==> config.mk <==
export PLATFORM = sky130hd
export DESIGN_NAME = flush_arbiter
export DESIGN_NICKNAME = d
export VERILOG_FILES = /design/src/rtl/flush_arbiter.sv
export SDC_FILE = /design/constraint.sdc
export NUM_CORES = 1
export LEC_CHECK = 0
export BUFFER_PORTS_ARGS = -buffer_cell sky130_fd_sc_hd__buf_2
export CORE_ASPECT_RATIO = 1.4
export CORE_UTILIZATION = 35
export CTS_CLUSTER_DIAMETER = 120
export CTS_CLUSTER_SIZE = 25
export DETAILED_ROUTE_END_ITERATION = 8
export MAX_ROUTING_LAYER = met4
export PLACE_DENSITY = 0.84
export SLEW_MARGIN = 20
export SYNTH_ARGS = -nofsm -noshare
export SYNTH_HDL_FRONTEND = slang
export SYNTH_SLANG_ARGS = --single-unit
==> constraint.sdc <==
create_clock -name clk -period 1.65 [get_ports clk]
set_clock_uncertainty 0.1 [all_clocks]
set_input_delay 0.0825 -clock clk [delete_from_list [all_inputs] [get_ports clk]]
set_output_delay 0.0825 -clock clk [all_outputs]
set_load 0.03 [all_outputs]
==> src/rtl/flush_arbiter.sv <==
// flush_arbiter: oldest-first exception/branch flush arbiter with post-flush shadow filter; branch path and shadow enabled by FLUSH_ARB_BRANCH_EN
module flush_arbiter #(
  parameter int ROB_ID_W      = 7,
  parameter int NUM_BR        = 2,
  parameter int SHADOW_CYCLES = 2
) (
  input  logic                       clk,
  input  logic                       reset,
  input  logic                       exc_valid,
  input  logic [ROB_ID_W-1:0]        exc_rob_id,
  input  logic [31:0]                exc_target,
  input  logic [NUM_BR-1:0]          br_valid,
  input  logic [NUM_BR*ROB_ID_W-1:0] br_rob_id,
  input  logic [NUM_BR*32-1:0]       br_target,
  output logic                       flush,
  output logic                       flush_is_exception,
  output logic [ROB_ID_W-1:0]        flush_rob_id,
  output logic [31:0]                flush_target,
  output logic                       busy
);
  typedef enum logic [1:0] {S_IDLE, S_FLUSH, S_SHADOW} state_e;
  state_e state_q, state_d;
  logic exc_q, exc_d;
  logic [ROB_ID_W-1:0] id_q, id_d;
  logic [31:0] tgt_q, tgt_d;
  logic br_hit;
  logic [ROB_ID_W-1:0] br_id;
  logic [31:0] br_tgt;
`ifdef FLUSH_ARB_BRANCH_EN
  localparam int CNT_W = SHADOW_CYCLES > 0 ? $clog2(SHADOW_CYCLES + 1) : 1;
  logic [CNT_W-1:0] cnt_q, cnt_d;
  function automatic logic older(input logic [ROB_ID_W-1:0] a, input logic [ROB_ID_W-1:0] b);
    return a[ROB_ID_W-1] ^ b[ROB_ID_W-1] ^ (a[ROB_ID_W-2:0] < b[ROB_ID_W-2:0]);
  endfunction
  // pick the oldest eligible branch; strict compare keeps the lowest index on equal ids
  always_comb begin
    br_hit = 1'b0;
    br_id  = '0;
    br_tgt = '0;
    for (int i = 0; i < NUM_BR; i++)
      if (br_valid[i] && (state_q == S_IDLE || older(br_rob_id[i*ROB_ID_W +: ROB_ID_W], id_q)) &&
          (!br_hit || older(br_rob_id[i*ROB_ID_W +: ROB_ID_W], br_id))) begin
        br_hit = 1'b1;
        br_id  = br_rob_id[i*ROB_ID_W +: ROB_ID_W];
        br_tgt = br_target[i*32 +: 32];
      end
  end
  // shadow window countdown
  always_ff @(posedge clk) cnt_q <= reset ? '0 : cnt_d;
`else
  logic unused_br;
  assign unused_br = ^{br_valid, br_rob_id, br_target} ^ (SHADOW_CYCLES != 0);
  assign br_hit = 1'b0;
  assign br_id  = '0;
  assign br_tgt = '0;
`endif
  // accept the winning request (exception first), else walk FLUSH -> SHADOW -> IDLE
  always_comb begin
    state_d = state_q;
    exc_d   = exc_q;
    id_d    = id_q;
    tgt_d   = tgt_q;
`ifdef FLUSH_ARB_BRANCH_EN
    cnt_d   = cnt_q;
`endif
    if (exc_valid || br_hit) begin
      state_d = S_FLUSH;
      exc_d   = exc_valid;
      id_d    = exc_valid ? exc_rob_id : br_id;
      tgt_d   = exc_valid ? exc_target : br_tgt;
    end else if (state_q == S_FLUSH) begin
`ifdef FLUSH_ARB_BRANCH_EN
      state_d = SHADOW_CYCLES == 0 ? S_IDLE : S_SHADOW;
      cnt_d   = CNT_W'(SHADOW_CYCLES);
`else
      state_d = S_IDLE;
`endif
    end
`ifdef FLUSH_ARB_BRANCH_EN
    else if (state_q == S_SHADOW) begin
      cnt_d   = cnt_q - CNT_W'(1);
      state_d = cnt_q == CNT_W'(1) ? S_IDLE : S_SHADOW;
    end
`endif
  end
  // state and latched flush contents
  always_ff @(posedge clk) begin
    if (reset) begin
      state_q <= S_IDLE;
      exc_q   <= 1'b0;
      id_q    <= '0;
      tgt_q   <= '0;
    end else begin
      state_q <= state_d;
      exc_q   <= exc_d;
      id_q    <= id_d;
      tgt_q   <= tgt_d;
    end
  end
  assign flush              = state_q == S_FLUSH;
  assign busy               = state_q != S_IDLE;
  assign flush_is_exception = exc_q;
  assign flush_rob_id       = id_q;
  assign flush_target       = tgt_q;
endmodule

==> flow_metrics.tcl, run 1 <==
set metrics [dict create \
    cts_resized 0 \
    yosys_warnings 0 \
    p_per_area_mw_per_mm2 977 \
    pre_cts_ws_ns 0.637 \
    ant_nets 0 \
    vias 1352 \
    place.gp.congestion 0.608 \
    synth_cells 132 \
    avgSynthCellArea_um2 11.3 \
    cts_tree "built" \
    synth.distinct_cells 9 \
    num_rows 27 \
    ys_seq_elements 41 \
    slew_viol_final 0 \
    clock.fmax_ghz 0.973 \
    fin_crit_ns 1.03 \
    grt_pass1_wl_mm 5.83 \
    worstSkewPairLatency_ns 0.28 \
    cts_hold_buf 39 \
    rsz0062_at_grt "no" \
    layout.nets 375 \
    grt_max_degree 42 \
    cp_max_fo 2 \
    fin_crit_sh_pct 62.3 \
    dpl.hpwl_mm 1.99 \
    stdcell_count 297 \
    antenna_found_initial 0 \
    maxCapViolations 0 \
    slowest_delay_ns 0.35 \
    die_height_um 79.1 \
    path_delay_family "flip-flops" \
    layout_common_cells "83 x buf_2, 41 x nor2_1, 41 x dfxtp_1, 39 x mux2i_1, 39 x dlygate4sd3_1" \
    violations "DRC" \
    layout-drive-gt1-share_pct 36.2 \
    end_kind "output pin" \
    ir_worst_vdd_mv 0.725 \
    finalPower_mw 2.33 \
    initial_core_util_pct 37.3 \
    die_x_um 57.1 \
    drc 15 \
    grt_pass1_vias 1371 \
    clock_path_buffers 2 \
    totalWireLength_mm 3.62 \
    hp-class "in -> reg" \
    required_ns 1.47 \
    worstPathCellList "buf_2" \
    h-tree-depth 2 \
    core_mm2 0.00399 \
    top_level_ports 164 \
    crit_path_start_kind "flop" \
    cts_sinks 41 \
    numCtsBuffers 5 \
    crit_arrival_ns 0.85 \
    antenna_cells 0 \
    fin_ws_ns 0.622 \
    hold_violations 0 \
    worst_pin_slew_ns 0.274 \
    syn-num-nets 254 \
    syn_area_mm2 0.00149 \
    status "complete, but fails checks" \
    setup_viol_count_final 0 \
    clk_pin_slew_ns 0.07 \
    overflow 0 \
    final_common_cell "buf_2" \
    cpMaxStageDelayCell "dfxtp_1" \
    synth-seq-area-share_pct 55.2 \
    fin_setup_tns_ns 0 \
    crit_buf_inv 1 \
    vias_per_cell 4.55 \
    worstSetupPathType "reg -> out" \
    slew_headroom_pct 81.8 \
    utilization_pct 59.9 \
    port-buffer-count 83 \
    post-place-cells 250 \
    routedWlPerCell_um 12.2 \
    initialDrtViolationCount 47 \
    grtUsageTotal_pct 17.2 \
    leakage_nw 1.26 \
    firstDrtPassIters 6 \
    ctsRootBufferMaster "clkbuf_8" \
    postCtsSetupRepairBufs 0 \
    area_growth_pct 60.6 \
    die_area_mm2 0.00452 \
]
[worst paths after layout]
path                      start                 end  slack, ns  cells past startpoint
max reg2reg     flush_target[5]     flush_target[5]       0.88                      2
max             flush_target[4]     flush_target[4]       0.62                      1
min                       reset          state_q[0]       0.10                      3
min reg2reg  flush_is_exception  flush_is_exception       0.36                      2
[per-stage QoR]
step / hold slack [ns] / cell area [um^2]
finish: 0.104 / 2390
global route: 0.122 / 2390
CTS: 0.111 / 2390
detailed placement: 0.227 / 1880
global placement: 0.213 / 1880
floorplan: 0.0541 / 1490
[power breakdown]
group / internal (mW) / switching (mW)
Clock: 0.493 / 0.319
Combinational: 0.200 / 0.244
Sequential: 1.05 / 0.0281
Total: 1.74 / 0.591
[synthesized netlist by cell type, drive strengths merged]
cell / instances / area, um^2
dfxtp: 41 / 821
nor2: 41 / 154
mux2i: 39 / 390
buf: 7 / 104
clkbuf: 3 / 11.3
nor2b: 1 / 6.26
[flip-flops by register name (all words and copies together) (netlist names)]
| name | count |
|---|---|
| flush_is_exception | 1 |
| flush_target | 32 |
| flush_rob_id | 7 |
| state_q | 1 |
[routing by layer]
metal	track usage (%)	wire (um)	up-vias
met5	-	0	-
met1	17.8	1460	611
met2	31.5	1840	69
met4	5.85	39	0
met3	4.23	272	4
li1	-	-	668
[final cells by class]
cell class,instances,area (um^2)
fillers,322,1600
repair buffers,124,846
flip-flops and latches,41,821
multi-input cells,81,551
clock buffers,7,86.3
well taps,43,53.8
clock inverters,1,30.0
[cell families after synthesis]
group	after synthesis	share of synthesized area (%)
buf+inv	10	7.74
mux	39	26.3
simple gates	42	10.8
flops	41	55.2
No activity file was read; power rests on OpenSTA's default activity.
==> run 2: changes to the inputs <==
--- a/config.mk
+++ b/config.mk
@@ -5,14 +5,15 @@
 export SDC_FILE = /design/constraint.sdc
 export NUM_CORES = 1
 export LEC_CHECK = 0
+export ABC_AREA = 1
 export BUFFER_PORTS_ARGS = -buffer_cell sky130_fd_sc_hd__buf_2
 export CORE_ASPECT_RATIO = 1.4
-export CORE_UTILIZATION = 35
+export CORE_UTILIZATION = 32
 export CTS_CLUSTER_DIAMETER = 120
 export CTS_CLUSTER_SIZE = 25
 export DETAILED_ROUTE_END_ITERATION = 8
 export MAX_ROUTING_LAYER = met4
-export PLACE_DENSITY = 0.84
+export PLACE_DENSITY = 0.77
 export SLEW_MARGIN = 20
 export SYNTH_ARGS = -nofsm -noshare
 export SYNTH_HDL_FRONTEND = slang
==> constraint.sdc (replaced) <==
create_clock -name clk -period 0.9 [get_ports clk]
set_clock_uncertainty 0.1 [all_clocks]
set_input_delay 0.045 -clock clk [delete_from_list [all_inputs] [get_ports clk]]
set_output_delay 0.045 -clock clk [all_outputs]
set_load 0.03 [all_outputs]
==> run 2 against run 1 <==
  * The run ends with setup timing left
  * Cell count increased by 51%
  * Wire length increased by 31%
  * Via count increased by 34%
  * Non-clock buffer count increased by 9
  * Hold slack got worse by 0.022 ns
  * Count of clock-buffer cells in the layout unchanged
  * Largest cell class unchanged
  * Highest routed layer unchanged
==> flow_metrics.tcl, run 2 <==
set metrics [dict create \
    die_x_um 63.5 \
    initialDrtViolationCount 107 \
    p_per_area_mw_per_mm2 1560 \
    yosysMostFrequentCell "nor2_1" \
    antenna_found_initial 0 \
    worstSkewPairLatency_ns 0.28 \
    post-place-cells 395 \
    avgSynthCellArea_um2 6.64 \
    initial_core_util_pct 33.1 \
    clk_pin_slew_ns 0.07 \
    grtUsageTotal_pct 16.9 \
    utilization_pct 59.1 \
    p_sw_mw 1.27 \
    worstPathCellList "buf_6" \
    place.gp.congestion 0.644 \
    drc 0 \
    routedWlPerCell_um 10.5 \
    layout_common_cells "81 x nor2_1, 78 x nand2_1, 42 x buf_6, 41 x dfxtp_2, 41 x buf_2" \
    pre_cts_ws_ns 0.0884 \
    synth.distinct_cells 8 \
    n_fill_cell 418 \
    setup_viol_count_final 9 \
    vias 1816 \
    required_ns 0.75 \
    synth_cells 255 \
    synth-edff-count 0 \
    fin_crit_ns 0.922 \
    crit_buf_inv 1 \
    die_height_um 88.1 \
    cp_max_fo 2 \
    synth-seq-area-share_pct 48.4 \
    core_mm2 0.00512 \
    switching_share_pct 27.0 \
    overflow 0 \
    fin_setup_tns_ns -0.0731 \
    maxCapViolations 0 \
    p_comb_share_pct 24.4 \
    status "complete, but fails checks" \
    syn-num-nets 377 \
    worst_pin_slew_ns 0.145 \
    yosysTopAreaCellShare_pct 48.4 \
    synth_common_cells "81 x nor2_1, 78 x nand2_1, 41 x dfxtp_1, 40 x inv_1" \
    slew_viol_final 0 \
    crit_path_start_kind "flop" \
    yosys_warnings 0 \
    seqCellArea_um2 872 \
    final_common_cell "nor2_1" \
    slew_headroom_pct 90.3 \
    slowest_delay_ns 0.36 \
    path_delay_family "flip-flops" \
    layout.nets 503 \
    num_rows 31 \
    h-tree-depth 2 \
    yosysTopAreaCell "dfxtp_1" \
    end_kind "output pin" \
    grt_max_degree 36 \
    antenna_cells 0 \
    clock.fmax_ghz 1.08 \
    port-buffer-count 83 \
    cpMaxStageDelayCell "dfxtp_2" \
    cts_tree "built" \
    violations "setup timing" \
    fin_crit_sh_pct 102 \
    clkPwrFrac_pct 31.9 \
    crit_arrival_ns 0.78 \
    cts_sinks 41 \
    ir_worst_vdd_mv 0.889 \
    rsz0062_at_grt "yes" \
    largest_reg_flops 32 \
    top_level_ports 164 \
    cellInternalPower_mw 3.44 \
    vias_per_cell 4.05 \
    ant_nets 0 \
    ys_async_sr_fraction_pct 0 \
    firstDrtPassIters 5 \
    grt_pass1_wl_mm 7.17 \
    numCtsBuffers 5 \
    pwr-share-seq_pct 43.7 \
    fin_ws_ns -0.0221 \
    finalPower_mw 4.71 \
    dpl.hpwl_mm 2.37 \
    worstSetupPathType "reg -> out" \
    synth_ff_type "dfxtp_1" \
    ys_seq_elements 41 \
    synthTopCellsByArea "dfxtp_1 48%, nor2_1 18%, nand2_1 17%" \
    leakage_nw 1.65 \
    layout-drive-gt1-share_pct 37.2 \
    hold_violations 0 \
    ctsRootBufferMaster "clkbuf_8" \
    syn_area_mm2 0.00169 \
    stdcell_count 448 \
    multi_input_area_um2 597 \
    hp-class "in -> reg" \
    clock_path_buffers 2 \
    area_growth_pct 78.6 \
    totalWireLength_mm 4.73 \
    die_area_mm2 0.00559 \
    grt_pass1_vias 1635 \
]
## run 2: changes by cell type in the layout (fill, tap and decap cells not counted), sizes merged
cell,delta
mux2i,-39
nor2,+40
inv,+41
nand2,+78
nor2b,-1
dlygate4sd3,+1
buf,+8
## run 2: layout make-up
type                    instances  area share (%)
repair buffers                133            39.8
multi-input cells             159            19.7
flip-flops and latches         41            28.8
clock inverters                 1           0.993
inverters                      41            5.09
clock buffers                   7            2.85
well taps                      66            2.73
## run 2: layer usage
layer  GRT usage, %  wire (um)  vias up
li1               -          -      965
met1           16.8       1940      769
met2           31.3       2420       76
met3           4.56        311        6
met4           6.20         57        0
met5              -          0        -
## run 2: final timing paths
path	cells past startpoint	to	slack, ns	from
min reg2reg	2	flush_target[24]	0.37	flush_target[24]
max reg2reg	3	flush_target[31]	0.10	flush_target[31]
max	1	busy	-0.02	state_q[0]
min	5	flush_target[4]	0.08	reset
## run 2: power groups by stage
stage          clock (mW)  sequential [mW]  combinational [mW]
3_3_place_gp            0             2.04               0.810
6_report             1.50             2.06                1.15
3_5_place_dp            0             2.04               0.822
5_1_grt              1.65             2.07                1.23
2_1_floorplan           0             2.29               0.317
4_1_cts              1.57             2.05                1.10
## run 2: per-stage QoR
stage          instance area, um^2  hold slack [ns]
2_1_floorplan                 1690           0.0163
3_3_place_gp                  2160            0.162
3_5_place_dp                  2160            0.163
4_1_cts                       2990           0.0673
5_1_grt                       3030           0.0901
6_report                      3030           0.0821
## run 2: repair_timing
| item | 4_1_cts | 5_1_grt |
|---|---|---|
| endpoints found under the setup margin | 42 | 42 |
| cloned | 0 | 0 |
| pin swaps | 0 | 0 |
| gates resized for setup | 125 | 0 |
| endpoints found under the hold margin | 41 | 0 |
| setup buffers | 0 | 5 |
| hold buffers | 40 | 0 |
## run 2: cells by family after synthesis
logic type	after synthesis	synth area share [%]
simple gates	159	35.2
buf+inv	55	16.3
flops	41	48.4
